`src/rtl/apb_i2c_regfile.sv`:
```
// APB register file for an I2C core: TX/RX FIFOs, CONFIG/TIMEOUT, and interrupt status/enable.
// Optional macro APB_I2C_WAIT_STATE_EN inserts one wait state into every APB access.
module apb_i2c_regfile #(
    parameter int unsigned DATA_W     = 32,
    parameter int unsigned FIFO_DEPTH = 8,
    parameter int unsigned CFG_W      = 14
) (
    input  logic              PCLK,
    input  logic              PRESET,
    input  logic              PSELx,
    input  logic              PENABLE,
    input  logic              PWRITE,
    input  logic [31:0]       PADDR,
    input  logic [DATA_W-1:0] PWDATA,
    output logic [DATA_W-1:0] PRDATA,
    output logic              PREADY,
    output logic              PSLVERR,
    output logic [DATA_W-1:0] TX_DATA,
    output logic              TX_EMPTY,
    input  logic              TX_RD_EN,
    input  logic              RX_WR_EN,
    input  logic [DATA_W-1:0] RX_DATA,
    output logic              RX_FULL,
    input  logic              ERROR,
    output logic [CFG_W-1:0]  I2C_CONFIG,
    output logic [CFG_W-1:0]  I2C_TIMEOUT,
    output logic              IRQ
);
    localparam int unsigned AW = $clog2(FIFO_DEPTH);
    localparam int unsigned CW = AW + 1;
    localparam logic [CW-1:0] FULL_CNT = CW'(FIFO_DEPTH);

    localparam logic [2:0] A_TX   = 3'd0;
    localparam logic [2:0] A_RX   = 3'd1;
    localparam logic [2:0] A_CFG  = 3'd2;
    localparam logic [2:0] A_TMO  = 3'd3;
    localparam logic [2:0] A_STAT = 3'd4;
    localparam logic [2:0] A_IEN  = 3'd5;
    localparam logic [2:0] A_IST  = 3'd6;

    logic [DATA_W-1:0] r_tx_mem [FIFO_DEPTH];
    logic [DATA_W-1:0] r_rx_mem [FIFO_DEPTH];
    logic [AW-1:0]     r_tx_wp, r_tx_rp, r_rx_wp, r_rx_rp;
    logic [CW-1:0]     r_tx_cnt, r_rx_cnt;
    logic [CFG_W-1:0]  r_cfg, r_tmo;
    logic [3:0]        r_irq_en;
    logic              r_ovf, r_errs, r_err_d, r_irq;

    logic        w_access, w_ready, w_done, w_mapped, w_bad;
    logic        w_wr_done, w_rd_done;
    logic [2:0]  w_idx;
    logic        w_tx_full, w_tx_empty, w_rx_full, w_rx_empty;
    logic        w_tx_push, w_tx_pop, w_rx_push, w_rx_pop, w_rx_ovf, w_err_rise;
    logic [1:0]  w_clr;
    logic [3:0]  w_irq_stat;
    logic [15:0] w_status;

    assign w_access = PSELx & PENABLE;

`ifdef APB_I2C_WAIT_STATE_EN
    // First access cycle always stalls; r_wait marks the second one.
    logic r_wait;
    always_ff @(posedge PCLK) begin
        if (PRESET) r_wait <= 1'b0;
        else        r_wait <= w_access & ~r_wait;
    end
    assign w_ready = w_access & r_wait;
`else
    assign w_ready = w_access;
`endif

    assign PREADY    = w_ready;
    assign w_done    = w_access & w_ready;
    assign w_idx     = PADDR[4:2];
    assign w_mapped  = (PADDR[31:5] == 27'd0) && (PADDR[1:0] == 2'd0) && (w_idx != 3'd7);
    assign w_wr_done = w_done & PWRITE & w_mapped;
    assign w_rd_done = w_done & ~PWRITE & w_mapped;

    assign w_tx_full  = (r_tx_cnt == FULL_CNT);
    assign w_tx_empty = (r_tx_cnt == '0);
    assign w_rx_full  = (r_rx_cnt == FULL_CNT);
    assign w_rx_empty = (r_rx_cnt == '0);

    // Error response decode for the current access.
    always_comb begin
        w_bad = 1'b0;
        if (!w_mapped) begin
            w_bad = 1'b1;
        end else begin
            case (w_idx)
                A_TX:    w_bad = ~PWRITE | w_tx_full;
                A_RX:    w_bad = PWRITE | w_rx_empty;
                A_STAT:  w_bad = PWRITE;
                default: w_bad = 1'b0;
            endcase
        end
    end
    assign PSLVERR = w_done & w_bad;

    assign w_tx_push  = w_wr_done && (w_idx == A_TX) && !w_tx_full;
    assign w_tx_pop   = TX_RD_EN && !w_tx_empty;
    assign w_rx_push  = RX_WR_EN && !w_rx_full;
    assign w_rx_pop   = w_rd_done && (w_idx == A_RX) && !w_rx_empty;
    assign w_rx_ovf   = RX_WR_EN && w_rx_full;
    assign w_err_rise = ERROR && !r_err_d;
    assign w_clr      = (w_wr_done && (w_idx == A_IST)) ? PWDATA[3:2] : 2'b00;
    assign w_irq_stat = {r_errs, r_ovf, ~w_rx_empty, w_tx_empty};
    assign w_status   = {8'(r_rx_cnt), 8'(r_tx_cnt)};

    always_comb begin
        PRDATA = '0;
        if (w_access && !PWRITE && w_mapped) begin
            case (w_idx)
                A_RX:    if (!w_rx_empty) PRDATA = r_rx_mem[r_rx_rp];
                A_CFG:   PRDATA = DATA_W'(r_cfg);
                A_TMO:   PRDATA = DATA_W'(r_tmo);
                A_STAT:  PRDATA = DATA_W'(w_status);
                A_IEN:   PRDATA = DATA_W'(r_irq_en);
                A_IST:   PRDATA = DATA_W'(w_irq_stat);
                default: PRDATA = '0;
            endcase
        end
    end

    // FIFO storage carries no reset; occupancy is tracked by the counters.
    always_ff @(posedge PCLK) begin
        if (!PRESET && w_tx_push) r_tx_mem[r_tx_wp] <= PWDATA;
        if (!PRESET && w_rx_push) r_rx_mem[r_rx_wp] <= RX_DATA;
    end

    always_ff @(posedge PCLK) begin
        if (PRESET) begin
            r_tx_wp  <= '0;
            r_tx_rp  <= '0;
            r_rx_wp  <= '0;
            r_rx_rp  <= '0;
            r_tx_cnt <= '0;
            r_rx_cnt <= '0;
            r_cfg    <= '0;
            r_tmo    <= '0;
            r_irq_en <= '0;
            r_ovf    <= 1'b0;
            r_errs   <= 1'b0;
            r_err_d  <= 1'b0;
            r_irq    <= 1'b0;
        end else begin
            if (w_tx_push) r_tx_wp <= r_tx_wp + AW'(1);
            if (w_tx_pop)  r_tx_rp <= r_tx_rp + AW'(1);
            if (w_rx_push) r_rx_wp <= r_rx_wp + AW'(1);
            if (w_rx_pop)  r_rx_rp <= r_rx_rp + AW'(1);
            case ({w_tx_push, w_tx_pop})
                2'b10:   r_tx_cnt <= r_tx_cnt + CW'(1);
                2'b01:   r_tx_cnt <= r_tx_cnt - CW'(1);
                default: r_tx_cnt <= r_tx_cnt;
            endcase
            case ({w_rx_push, w_rx_pop})
                2'b10:   r_rx_cnt <= r_rx_cnt + CW'(1);
                2'b01:   r_rx_cnt <= r_rx_cnt - CW'(1);
                default: r_rx_cnt <= r_rx_cnt;
            endcase
            if (w_wr_done && (w_idx == A_CFG)) r_cfg    <= PWDATA[CFG_W-1:0];
            if (w_wr_done && (w_idx == A_TMO)) r_tmo    <= PWDATA[CFG_W-1:0];
            if (w_wr_done && (w_idx == A_IEN)) r_irq_en <= PWDATA[3:0];
            // Sticky bits: a set event in the same cycle beats a W1C.
            r_ovf   <= w_rx_ovf   | (r_ovf  & ~w_clr[0]);
            r_errs  <= w_err_rise | (r_errs & ~w_clr[1]);
            r_err_d <= ERROR;
            r_irq   <= |(w_irq_stat & r_irq_en);
        end
    end

    assign TX_DATA     = r_tx_mem[r_tx_rp];
    assign TX_EMPTY    = w_tx_empty;
    assign RX_FULL     = w_rx_full;
    assign I2C_CONFIG  = r_cfg;
    assign I2C_TIMEOUT = r_tmo;
    assign IRQ         = r_irq;

endmodule

```
`config.mk`:
```
export PLATFORM = sky130hd
export DESIGN_NAME = apb_i2c_regfile
export DESIGN_NICKNAME = d
export VERILOG_FILES = /design/src/rtl/apb_i2c_regfile.sv
export SDC_FILE = /design/constraint.sdc
export NUM_CORES = 1
export LEC_CHECK = 0
export BUFFER_PORTS_ARGS = -buffer_cell sky130_fd_sc_hd__clkbuf_2
export CAP_MARGIN = 0
export CORE_ASPECT_RATIO = 1.75
export CORE_UTILIZATION = 55
export DETAILED_ROUTE_END_ITERATION = 8
export PLACE_DENSITY = 0.81
export SLEW_MARGIN = 20
export SYNTH_ARGS = -nofsm -noshare
export SYNTH_HDL_FRONTEND = slang
export SYNTH_SLANG_ARGS = --single-unit
```
`constraint.sdc`:
```
create_clock -name PCLK -period 14 [get_ports PCLK]
set_clock_uncertainty 0.1 [all_clocks]
set_input_delay 2.8 -clock PCLK [delete_from_list [all_inputs] [get_ports PCLK]]
set_output_delay 2.8 -clock PCLK [all_outputs]
set_load 0.01 [all_outputs]
```
==> run metrics <==
initial antenna violation count 2; CP Capture Type output pin; final core occ 0.639; # H-tree levels 2; die area 42300 µm²; status finished clean; drt total wl 48700 µm; HP Class flip-flop to flip-flop; area growth from synthesis to layout 14.7%; post-synthesis sequential area ratio 0.730; die height 271 µm; Rows approximately 100; CTS Hold Bufs 0; GRT Residual Overflow 0; CTS Buf Count 49; remaining antenna violation count 0; RSZ-0062 raised after global routing false; clock-pin slew on the worst setup and hold paths 0.07 ns; Worst-Skew Late Latency approximately 0.6 ns; hold_ws between 0.3 and 0.4 ns; CP Data Required Time between 10 and 15 ns; final count of hold timing violations 0; vias in the first global route between 10000 and 15000; Critical Path Max Stage Delay 0.89 ns; synthesized flop and latch total 574; relative slew slack 0.277; worst path cell trace clkbuf_2, nor3_1, nor4b_1, nand4_1, a31oi_1, clkbuf_2; slew of the pin with the lowest slew margin 1.08 ns; Die W ~160 µm; Yosys warning count 0; post-CTS sizing 0; Iter 0 DRT Violations roughly 700; Total GRT Usage 0.233; Max Cap Viol 0; peak supply drop 0.142 mV; crit start category primary input; Synth Net Count ~1300; total power 3.31 mW; Syn Inst Count 1165; DP Wirelength 29400 µm; Buffers on Ports 200; nets 1492; crit path time final 8.52 ns; first-pass GRT wire length between 70000 and 80000 µm; Bufs on Longest Clock Path 3; Async S/R FF share, synth 0; layout cells sized above 1 0.358; Yosys top cell by area edfxtp_1; Netlist Area Pre-Place between 20000 and 25000 µm²; Root Buffer clkbuf_16; initial core utilization 0.558; period utilization 0.608; final setup violation count 0; largest net degree at the start of global routing 83; FMAX 117 MHz; core box area 40800 µm²; Vias 11600; top_reg_cell synth edfxtp_1; # IOs 201; Via density about 5.9; share of Yosys cell area claimed by the top area cell type 0.675; Routed wire per std cell about 25 µm; Synth area leaders edfxtp_1 68%, mux4_2 13%, dfxtp_1 5.5%; CTS tree done; placed cell area 24500 µm²; Worst path slowest cell nand4_1; post-route cell area roughly 26000 µm²; Syn Area/Cell 19.5 µm²; Worst Path Class, Setup primary input to output pin; leakage dissipation roughly 8.6 nW; CTS Sinks approximately 570; P per Cell Area 127 nW/µm²; # DRC 0; Worst path top cell family by delay simple AND/OR/NAND/NOR gates; critical-path maximum fanout 28; Critical Path AT between 5 and 6 ns; Post-CTS Setup Inserts 0; Netlist cell types 56; most frequent cell on the critical path clkbuf_2; Pre-antenna DRT Iters 5; number of synthesized flops with an enable pin 512; gp weighted congestion 0.810; Final Slew Violations 0; setup TNS 0 ns; CP Buf/Inv Count 2
[per-stage QoR]
stage	instances	worst slack [ns]
finish	1971	5.48
global route	1971	5.45
CTS	1969	5.59
detailed placement	1877	5.63
global placement	1877	5.75
floorplan	1165	6.21
[synth_stat cells, types with 4 or more instances]
| cell type | number |
|---|---|
| mux2i_1 | 62 |
| nor2b_1 | 11 |
| mux4_2 | 128 |
| a2bb2oi_1 | 4 |
| edfxtp_1 | 512 |
| buf_2 | 17 |
| a21oi_1 | 9 |
| mux2_2 | 38 |
| dfxtp_1 | 62 |
| a31oi_1 | 7 |
| ha_1 | 10 |
| a22oi_1 | 11 |
| nand2_1 | 16 |
| a221oi_1 | 9 |
| clkbuf_1 | 40 |
| nand3_1 | 8 |
| nor3_1 | 12 |
| xor2_1 | 9 |
| a21o_1 | 6 |
| nor4_2 | 7 |
| or3_1 | 5 |
| nor2_1 | 55 |
| nand4_1 | 5 |
| o21ai_0 | 5 |
| nor4_1 | 8 |
| nand2b_1 | 60 |
[sequential cells by signal (all words and copies together), names as in the netlist, 3 cells and up, named ones only]
register / cells
I2C_CONFIG: 14
I2C_TIMEOUT: 14
r_irq_en: 4
r_rx_cnt: 4
r_rx_mem: 256
r_rx_rp: 3
r_rx_wp: 3
r_tx_cnt: 4
r_tx_mem: 256
r_tx_rp: 3
r_tx_wp: 3
[worst register-to-register path: cells and delay by family, from the launching register on]
kind,cells,cell delay (ns)
AND/OR/NAND/NOR,4,1.45
flip-flops,1,0.49
buffers and inverters,1,0.34
AO/OA/AOI/OAI,2,0.19
adder cells (fa/ha/maj),2,0.49
XOR/XNOR,2,0.33
[path summary, 6_finish.rpt]
check        depth (start not counted)  slack (ns)                startpoint                  endpoint
max                                  6        5.48                  PADDR[2]                 PRDATA[2]
min                                  2        0.38        r_err_d$_SDFF_PP0_         r_errs$_SDFF_PP0_
max reg2reg                         11       10.55  r_rx_cnt[1]$_SDFFE_PP0P_  r_rx_cnt[2]$_SDFFE_PP0P_
min reg2reg                          2        0.38        r_err_d$_SDFF_PP0_         r_errs$_SDFF_PP0_
[report_power, final]
| part | switching, mW | leakage, nW | internal (mW) |
|---|---|---|---|
| clock network | 0.607 | 0.772 | 0.745 |
| logic | 0.0518 | 2.68 | 0.0273 |
| registers | 0.00535 | 5.12 | 1.87 |
| total | 0.665 | 8.56 | 2.65 |
[area by class of cell]
cell class,instances,area [µm²]
sequential,574,16600
fill,2766,14700
timing repair buffer,226,1200
multi-input combinational,523,5970
clock buffer,53,1240
antenna,2,5.00
inverter,4,15.0
tap,550,688
clock inverter,39,369
[routing by layer]
metal | GRT usage | routed length, µm
met5 | 0 | 0
met3 | 0.0466 | 3270
met1 | 0.271 | 17600
met2 | 0.420 | 26300
met4 | 0.0913 | 1470
[layout by cell type (no fill, tap or decap), types with 9 or more instances in the layout]
master | netlist | routed
mux2_2 | 38 | 38
nand2b_1 | 60 | 60
xor2_1 | 9 | 9
buf_4 | 3 | 26
mux4_2 | 128 | 128
ha_1 | 10 | 10
nor2_1 | 55 | 49
edfxtp_1 | 512 | 512
clkbuf_2 | 0 | 200
nor2b_1 | 11 | 11
a221oi_1 | 9 | 9
mux2i_1 | 62 | 62
clkinv_1 | 0 | 13
a21oi_1 | 9 | 9
dfxtp_1 | 62 | 57
nand2_1 | 16 | 16
clkbuf_16 | 0 | 49
a22oi_1 | 11 | 11
[cells by family (layout without fill, tap and decap cells)]
kind of cell	Yosys count	in the layout	share of synthesized area
AOI/OAI and AO/OA	60	60	0.0189
xor gates and xnor gates	10	10	0.00385
adders and majority gates	10	10	0.00549
buffers and inverters	68	322	0.0130
DFF	574	574	0.730
muxes	228	228	0.173
other	0	2	0
and+or+nand+nor	215	215	0.0565
Power figures use the tool's default switching activity.
